File: src/rtl/hazard_controller.sv
// Purpose: load-use / taken-branch / MDU-dependency stall and flush sequencer with saturating perf counters.
// Latency: all control outputs are combinational in the same cycle; FSM, watchdog and counters update on the next edge.
// Backpressure: a stall holds PC and IF/ID and bubbles ID/EX; a taken branch overrides any stall and flushes instead.
module hazard_controller #(
    parameter int MDU_MAX_CYCLES = 64,
    parameter int CNT_W          = 16
) (
    input  logic             clk,
    input  logic             rst_n,
    input  logic [4:0]       id_rs,
    input  logic [4:0]       id_rt,
    input  logic             id_uses_rs,
    input  logic             id_uses_rt,
    input  logic [4:0]       id_ex_rd,
    input  logic             id_ex_mem_read,
    input  logic             id_is_mdu,
    input  logic             id_reads_hilo,
    input  logic             ex_branch_taken,
    input  logic             mdu_done,
    output logic             pc_en,
    output logic             if_id_en,
    output logic             if_id_flush,
    output logic             id_ex_bubble,
    output logic             mdu_start,
    output logic             mdu_timeout,
    output logic [CNT_W-1:0] stall_cycles,
    output logic [CNT_W-1:0] flush_count
);

    typedef enum logic [0:0] {
        RUN      = 1'b0,
        MDU_BUSY = 1'b1
    } state_t;

    // Busy counter only needs to reach MDU_MAX_CYCLES-1.
    localparam int BUSY_W = (MDU_MAX_CYCLES > 1) ? $clog2(MDU_MAX_CYCLES) : 1;
    localparam logic [BUSY_W-1:0] BUSY_LAST = BUSY_W'(MDU_MAX_CYCLES - 1);
    localparam logic [CNT_W-1:0]  CNT_MAX   = {CNT_W{1'b1}};

    state_t            state_q, state_d;
    logic [BUSY_W-1:0] busy_q, busy_d;
    logic              timeout_q, timeout_d;
    logic [CNT_W-1:0]  stall_cnt_q, stall_cnt_d;
    logic [CNT_W-1:0]  flush_cnt_q, flush_cnt_d;

    logic load_use;
    logic mdu_hazard;
    logic stall;

    // Hazard detection and pipeline control; a taken branch wins over every stall.
    always_comb begin
        load_use     = 1'b0;
        mdu_hazard   = 1'b0;
        stall        = 1'b0;
        pc_en        = 1'b1;
        if_id_en     = 1'b1;
        if_id_flush  = 1'b0;
        id_ex_bubble = 1'b0;
        mdu_start    = 1'b0;

        // Register 0 is hard-wired, so a load targeting it never creates a hazard.
        load_use = id_ex_mem_read && (id_ex_rd != 5'd0) &&
                   ((id_uses_rs && (id_rs == id_ex_rd)) ||
                    (id_uses_rt && (id_rt == id_ex_rd)));
        // On the mdu_done cycle HI/LO is written, so a dependent instruction may issue.
        mdu_hazard = (state_q == MDU_BUSY) && (id_reads_hilo || id_is_mdu) && !mdu_done;
        stall      = (load_use || mdu_hazard) && !ex_branch_taken;

        pc_en        = !stall;
        if_id_en     = !stall;
        if_id_flush  = ex_branch_taken;
        id_ex_bubble = stall || ex_branch_taken;
        mdu_start    = id_is_mdu && !stall && !ex_branch_taken;
    end

    // MDU tracking FSM with busy watchdog; branches never disturb an issued MDU op.
    always_comb begin
        state_d   = state_q;
        busy_d    = busy_q;
        timeout_d = timeout_q;
        case (state_q)
            RUN: begin
                // mdu_done while idle has nothing to complete and is ignored.
                if (mdu_start) begin
                    state_d = MDU_BUSY;
                    busy_d  = '0;
                end
            end
            MDU_BUSY: begin
                if (mdu_done && mdu_start) begin
                    busy_d = '0;
                end else if (mdu_done) begin
                    state_d = RUN;
                end else if (busy_q == BUSY_LAST) begin
                    state_d   = RUN;
                    timeout_d = 1'b1;
                end else begin
                    busy_d = busy_q + BUSY_W'(1);
                end
            end
            default: begin
                state_d = RUN;
                busy_d  = '0;
            end
        endcase
    end

    // Saturating performance counters: hold at all-ones instead of wrapping.
    always_comb begin
        stall_cnt_d = stall_cnt_q;
        flush_cnt_d = flush_cnt_q;
        if (stall && (stall_cnt_q != CNT_MAX)) begin
            stall_cnt_d = stall_cnt_q + CNT_W'(1);
        end
        if (ex_branch_taken && (flush_cnt_q != CNT_MAX)) begin
            flush_cnt_d = flush_cnt_q + CNT_W'(1);
        end
    end

    // State, watchdog and counter registers.
    always_ff @(posedge clk or negedge rst_n) begin
        if (!rst_n) begin
            state_q     <= RUN;
            busy_q      <= '0;
            timeout_q   <= 1'b0;
            stall_cnt_q <= '0;
            flush_cnt_q <= '0;
        end else begin
            state_q     <= state_d;
            busy_q      <= busy_d;
            timeout_q   <= timeout_d;
            stall_cnt_q <= stall_cnt_d;
            flush_cnt_q <= flush_cnt_d;
        end
    end

    assign mdu_timeout  = timeout_q;
    assign stall_cycles = stall_cnt_q;
    assign flush_count  = flush_cnt_q;

endmodule

File: config.mk
export PLATFORM = sky130hd
export DESIGN_NAME = hazard_controller
export DESIGN_NICKNAME = d
export VERILOG_FILES = /design/src/rtl/hazard_controller.sv
export SDC_FILE = /design/constraint.sdc
export NUM_CORES = 1
export LEC_CHECK = 0
export ABC_AREA = 1
export CORE_ASPECT_RATIO = 0.6
export CORE_MARGIN = 2
export CORE_UTILIZATION = 35
export DETAILED_ROUTE_END_ITERATION = 10
export MAX_ROUTING_LAYER = met4
export PLACE_DENSITY_LB_ADDON = 0.08
export SLEW_MARGIN = 20
export SYNTH_ARGS = -nofsm -noshare
export SYNTH_HDL_FRONTEND = slang
export SYNTH_SLANG_ARGS = --single-unit
File: constraint.sdc
create_clock -name clk -period 4.6 [get_ports clk]
set_input_delay 0.92 -clock clk [delete_from_list [all_inputs] [get_ports clk]]
set_output_delay 0.92 -clock clk [all_outputs]
set_load 0.02 [all_outputs]
# After elaboration in Yosys (flattened, before gate mapping)
# Index checks and enable logic that the tools add are counted.
# op_classes
muxes	10
bitwise	3
n_eq_ne	8
add_sub_neg	3
n_reduce_logical	22
# op_table
op	count
$add A16 B1 Y16 const B	2
$ne A16 B16 Y1 const B	2
$mux W6	4
$logic_and A1 B1 Y1	12
$pmux W6 S2	1
$eq A5 B5 Y1	2
$add A6 B1 Y6 const B	1
$eq A6 B6 Y1 const B	1
$reduce_bool A5 Y1	1
$logic_or A1 B1 Y1	4
$mux W1	4
$reduce_and A4 Y1	1
$logic_not A1 Y1	3
$ne A3 B2 Y1 const B	1
$ne A3 B3 Y1 const B	1
$not A1 Y1	3
$reduce_and A3 Y1	1
$ne A2 B2 Y1 const B	1
$pmux W1 S2	1
# totals
word_cells	51
ff_bits	40
input_bits	24

# Depth between registers and ports, before layout
# depth
depth_word	12
depth_mapped	12

# Worst setup path after synthesis
# OpenSTA, ideal clock, no wires.
# synth_timing
kind	input port to output port
from	input id_ex_rd[2]
to	output pc_en
stages	11
arrival_time_ns	2.055
required_time_ns	3.680
slack_ns	1.625
path_buffers	2
path_cell_list	inv_1 nand2_1 nand2_1 nor2_1 nand3_1 nand2_1 nand2_1 nand2_2 buf_2 nand2_1 buf_4
# synth_between
elab_chain_cells	7
elab_cells_between_ends	11
# synth_rtl
item	line_no	rtl
start, declared	14	input logic [4:0] id_ex_rd,
$eq A5 B5 Y1, on equally long branches	63, 64	
$logic_and A1 B1 Y1, on equally long branches	63, 64	
$logic_or A1 B1 Y1	63	((id_uses_rs && (id_rs == id_ex_rd)) ||
$logic_and A1 B1 Y1 *	62	load_use = id_ex_mem_read && (id_ex_rd != 5'd0) &&
$logic_or A1 B1 Y1 *	67	stall = (load_use || mdu_hazard) && !ex_branch_taken;
$logic_and A1 B1 Y1 *	67	
$logic_not A1 Y1 *	--	
end, declared	20	output logic pc_en,
# Every way passes the cells marked *; elsewhere a longest branch is shown, timed or not.

# Worst setup path after layout
# layout_timing
from	input id_ex_rd[4]
to	output mdu_start
# layout_between
elab_chain_cells	9
elab_cells_between_ends	13
# layout_rtl
item	line_no	rtl
$eq A5 B5 Y1, on equally long branches	63, 64	
$logic_and A1 B1 Y1, on equally long branches	63, 64	
$logic_or A1 B1 Y1	63	
$logic_and A1 B1 Y1 *	62	
$logic_or A1 B1 Y1 *	67	
$logic_and A1 B1 Y1 *	67	
$logic_not A1 Y1 *	73	mdu_start = id_is_mdu && !stall && !ex_branch_taken;
$logic_and A1 B1 Y1 * (2 in a row)	73	
end, declared	24	output logic mdu_start,
# Marks and branches as above.

==> qor.csv <==
stage,metric,value,unit
status,status,finished clean,
setup_path,Max Fanout on Critical Path,8,
pwr,Lkg Pwr,1.63,nW
clocking,# Post-CTS Setup Buffers,0,
final_layout,n_diodes,0,
route,Antenna Nets Post-Route,0,
global_route,initial antenna violation count,0,
setup_path,CP peak stage delay,620,ps
sta,final setup violation count,0,
pwr,Overall Power,1.19,mW
clocking,CTS Buf Count,5,
clocking,TritonCTS clock tree,yes,
logic_synthesis,Mapped Avg Cell Area,7.39,um2
global_route,M3 GR Usage,3.34,%
sta,Final period util,84.1,%
route,iteration count of the initial detailed-routing pass,4,
logic_synthesis,Post-synth EDFFs,0,
setup_path,Most common cell on crit path,nand2_1,
die,Core Region,0.00721,mm2
sta,fmax,259,MHz
setup_path,Setup crit end kind,primary output,
placement,I/O Buffers,61,
final_layout,NumNets Final,439,
sta,post-layout min period,3870,ps
sta,Worst Tran Pin Value,942,ps
die,# rows,24,
worst_hold_path,Hold Crit Class,reg -> reg,
global_route,largest net degree at the start of global routing,41,
route,Avg Vias per Cell,4.77,
final_layout,fill count,739,
clocking,Root Buffer,clkbuf_16,
setup_path,CP startpoint kind,input port,
setup_path,required time worst endpoint,3680,ps
sta,Post-Route Setup TNS,0,ps
final_layout,share of cells above drive strength 1,7.26,%
logic_synthesis,top post-synthesis cells by area,"dfrtp_1 (39%), nand2_1 (17%), xor2_1 (6.8%)",
clocking,clock tree buffer depth,2,
logic_synthesis,Synth Flop Type,dfrtp_1,
sta,RSZ-0062 raised after global routing,no,
sta,Final Max Tran Viols,0,
logic_synthesis,"Cell Area, Synth",0.00259,mm2
sta,Relative slew margins,37.2,%
logic_synthesis,area share of the largest cell type after synthesis,38.6,%
logic_synthesis,Post-Synthesis Cells,351,
route,routed wire length,6600,um
setup_path,Worst Path Arrival,2950,ps
logic_synthesis,Yosys cell types,25,
clocking,htree depth,2,
placement,gpl congestion,0.879,
placement,DP HPWL,5020,um
route,drt wl/cell,13.1,um
setup_path,CP cell instances,"clkdlybuf4s50_1, inv_1, nand2_1, nand2_1, nor2_1, nand3_1, nand2_1, nand2_1, nand4_1, inv_1, clkdlybuf4s50_1",
setup_path,Crit Path Class,in -> out,
final_layout,synthesis-to-finish area growth,31.6,%
flow_run,max-cap violation count,0,
logic_synthesis,syn nets,378,
logic_synthesis,Yosys reg bits,40,
route,via count,2402,
global_route,GR Layer Usage met1,27.8,%
route,DRC Markers,0,
sta,hold slack,462,ps
pwr,VDD IR max,0.259,mV
setup_path,R2R Setup Slk,2370,ps
setup_path,CP max-delay cell,clkdlybuf4s50_1,
sta,clk_skew,6.71,ps
die,I/O pins,62,
logic_synthesis,register area share after synthesis,38.6,%
logic_synthesis,"FFs w/ async S/R, synth",100,%
logic_synthesis,Yosys Warn Count,0,
die,die extent in x,115,um
global_route,first-pass GRT wire length,11000,um
global_route,total track usage,17.6,%
clocking,CTS resizes,0,
logic_synthesis,Yosys top cell by area,dfrtp_1,
clocking,CTS Hold Bufs,0,
global_route,gr busiest metal,met1,
route,initial DRC count,142,
global_route,grt met2 use,23.1,%
clocking,CTS sink cnt,40,
die,starting density of the core,36.0,%
die,die footprint,0.00813,mm2
sta,final hold vios,0,
pwr,pwr/cell area,350,mW/mm2
global_route,number of global-route vias before repair,2145,
global_route,grt ovf,0,
clocking,clk_lat worst skew,280,ps
clocking,"Reg clk slew, reported paths",50,ps
die,DIE HEIGHT,70.7,um
==> critical path, delay by kind of cell <==
kind | cells | cell delay [ps]
buffers and inverters | 4 | 1330
and+or+nand+nor | 7 | 710
==> through the flow <==
stage | instances | util (%) | instance area (um2) | setup WS [ps]
finish | 504 | 47.3 | 3410 | 733
global route | 504 | 47.3 | 3410 | 505
CTS | 504 | 47.3 | 3410 | 715
detailed placement | 496 | 45.3 | 3260 | 723
global placement | 496 | 45.3 | 3260 | 760
floorplan | 351 | - | 2590 | 1630
==> registers in the layout, summed over array words and instances (netlist names) <==
name          cells
flush_count      16
stall_cycles     16
busy_q            6
mdu_timeout       1
state_q           1
==> area by class of cell <==
class                           instances  area, um2  share of cell area [%]
Tap cell                               91        114                    3.34
Timing Repair Buffer                   63        621                    18.2
Sequential cell                        40       1000                    29.3
Inverter                               41        154                    4.51
Multi-Input combinational cell        261       1380                    40.3
Clock buffer                            8        146                    4.29
==> cells in the mapped netlist (all sizes together) (6+ instances only) <==
library cell / n
o21ai: 6
inv: 41
nor2: 31
xnor2: 7
nand3: 23
nor3: 13
buf: 8
nand2: 127
xor2: 20
dfrtp: 40
nand4: 23
==> final timing paths <==
path,startpoint,end,depth (start not counted)
worst min register to register,mdu_timeout,mdu_timeout,1
worst max-delay path,id_ex_rd[4],mdu_start,11
min in group asynchronous,rst_n,stall_cycles[4],1
worst min-delay path,mdu_timeout,mdu_timeout,1
worst max register to register,flush_count[0],flush_count[10],9
max in group asynchronous,rst_n,flush_count[11],1
==> cell usage in the layout, fill, tap and decap left out <==
master	n
nand2_2	12
nand2_1	115
nor3_1	12
nor2_4	2
buf_4	2
nand3_1	20
clkbuf_1	2
dfrtp_1	40
a31o_2	2
nor4_1	1
xnor2_1	7
or2_2	1
buf_2	1
clkbuf_16	5
inv_1	41
nor2_1	29
xor2_1	20
ha_1	3
nand3b_1	3
nand4_1	23
o21a_1	1
clkdlybuf4s50_1	60
clkbuf_8	1
nand3_4	3
nor3_4	1
o21ai_0	6
==> power by group <==
group | switching, mW | internal (mW)
Clock | 0.132 | 0.216
Sequential | 0.0789 | 0.406
Combinational | 0.201 | 0.160
==> routing by layer <==
| metal | share of wire (%) | vias to the layer above |
|---|---|---|
| li1 | - | 1242 |
| met2 | 39 | 48 |
| met4 | 0.62 | 0 |
| met1 | 55 | 1107 |
| met3 | 5.6 | 5 |
| met5 | 0 | - |
==> cells by family (layout without fill, tap and decap cells) <==
group / after synthesis / count (layout) / synth area share (%)
AOI/OAI and AO/OA: 9 / 9 / 2.12
xor gates and xnor gates: 27 / 27 / 9.12
adders and majority gates: 3 / 3 / 1.45
buffers and inverters: 50 / 112 / 8.35
DFF: 40 / 40 / 38.6
and+or+nand+nor: 222 / 222 / 40.3
Power figures use the tool's default switching activity.
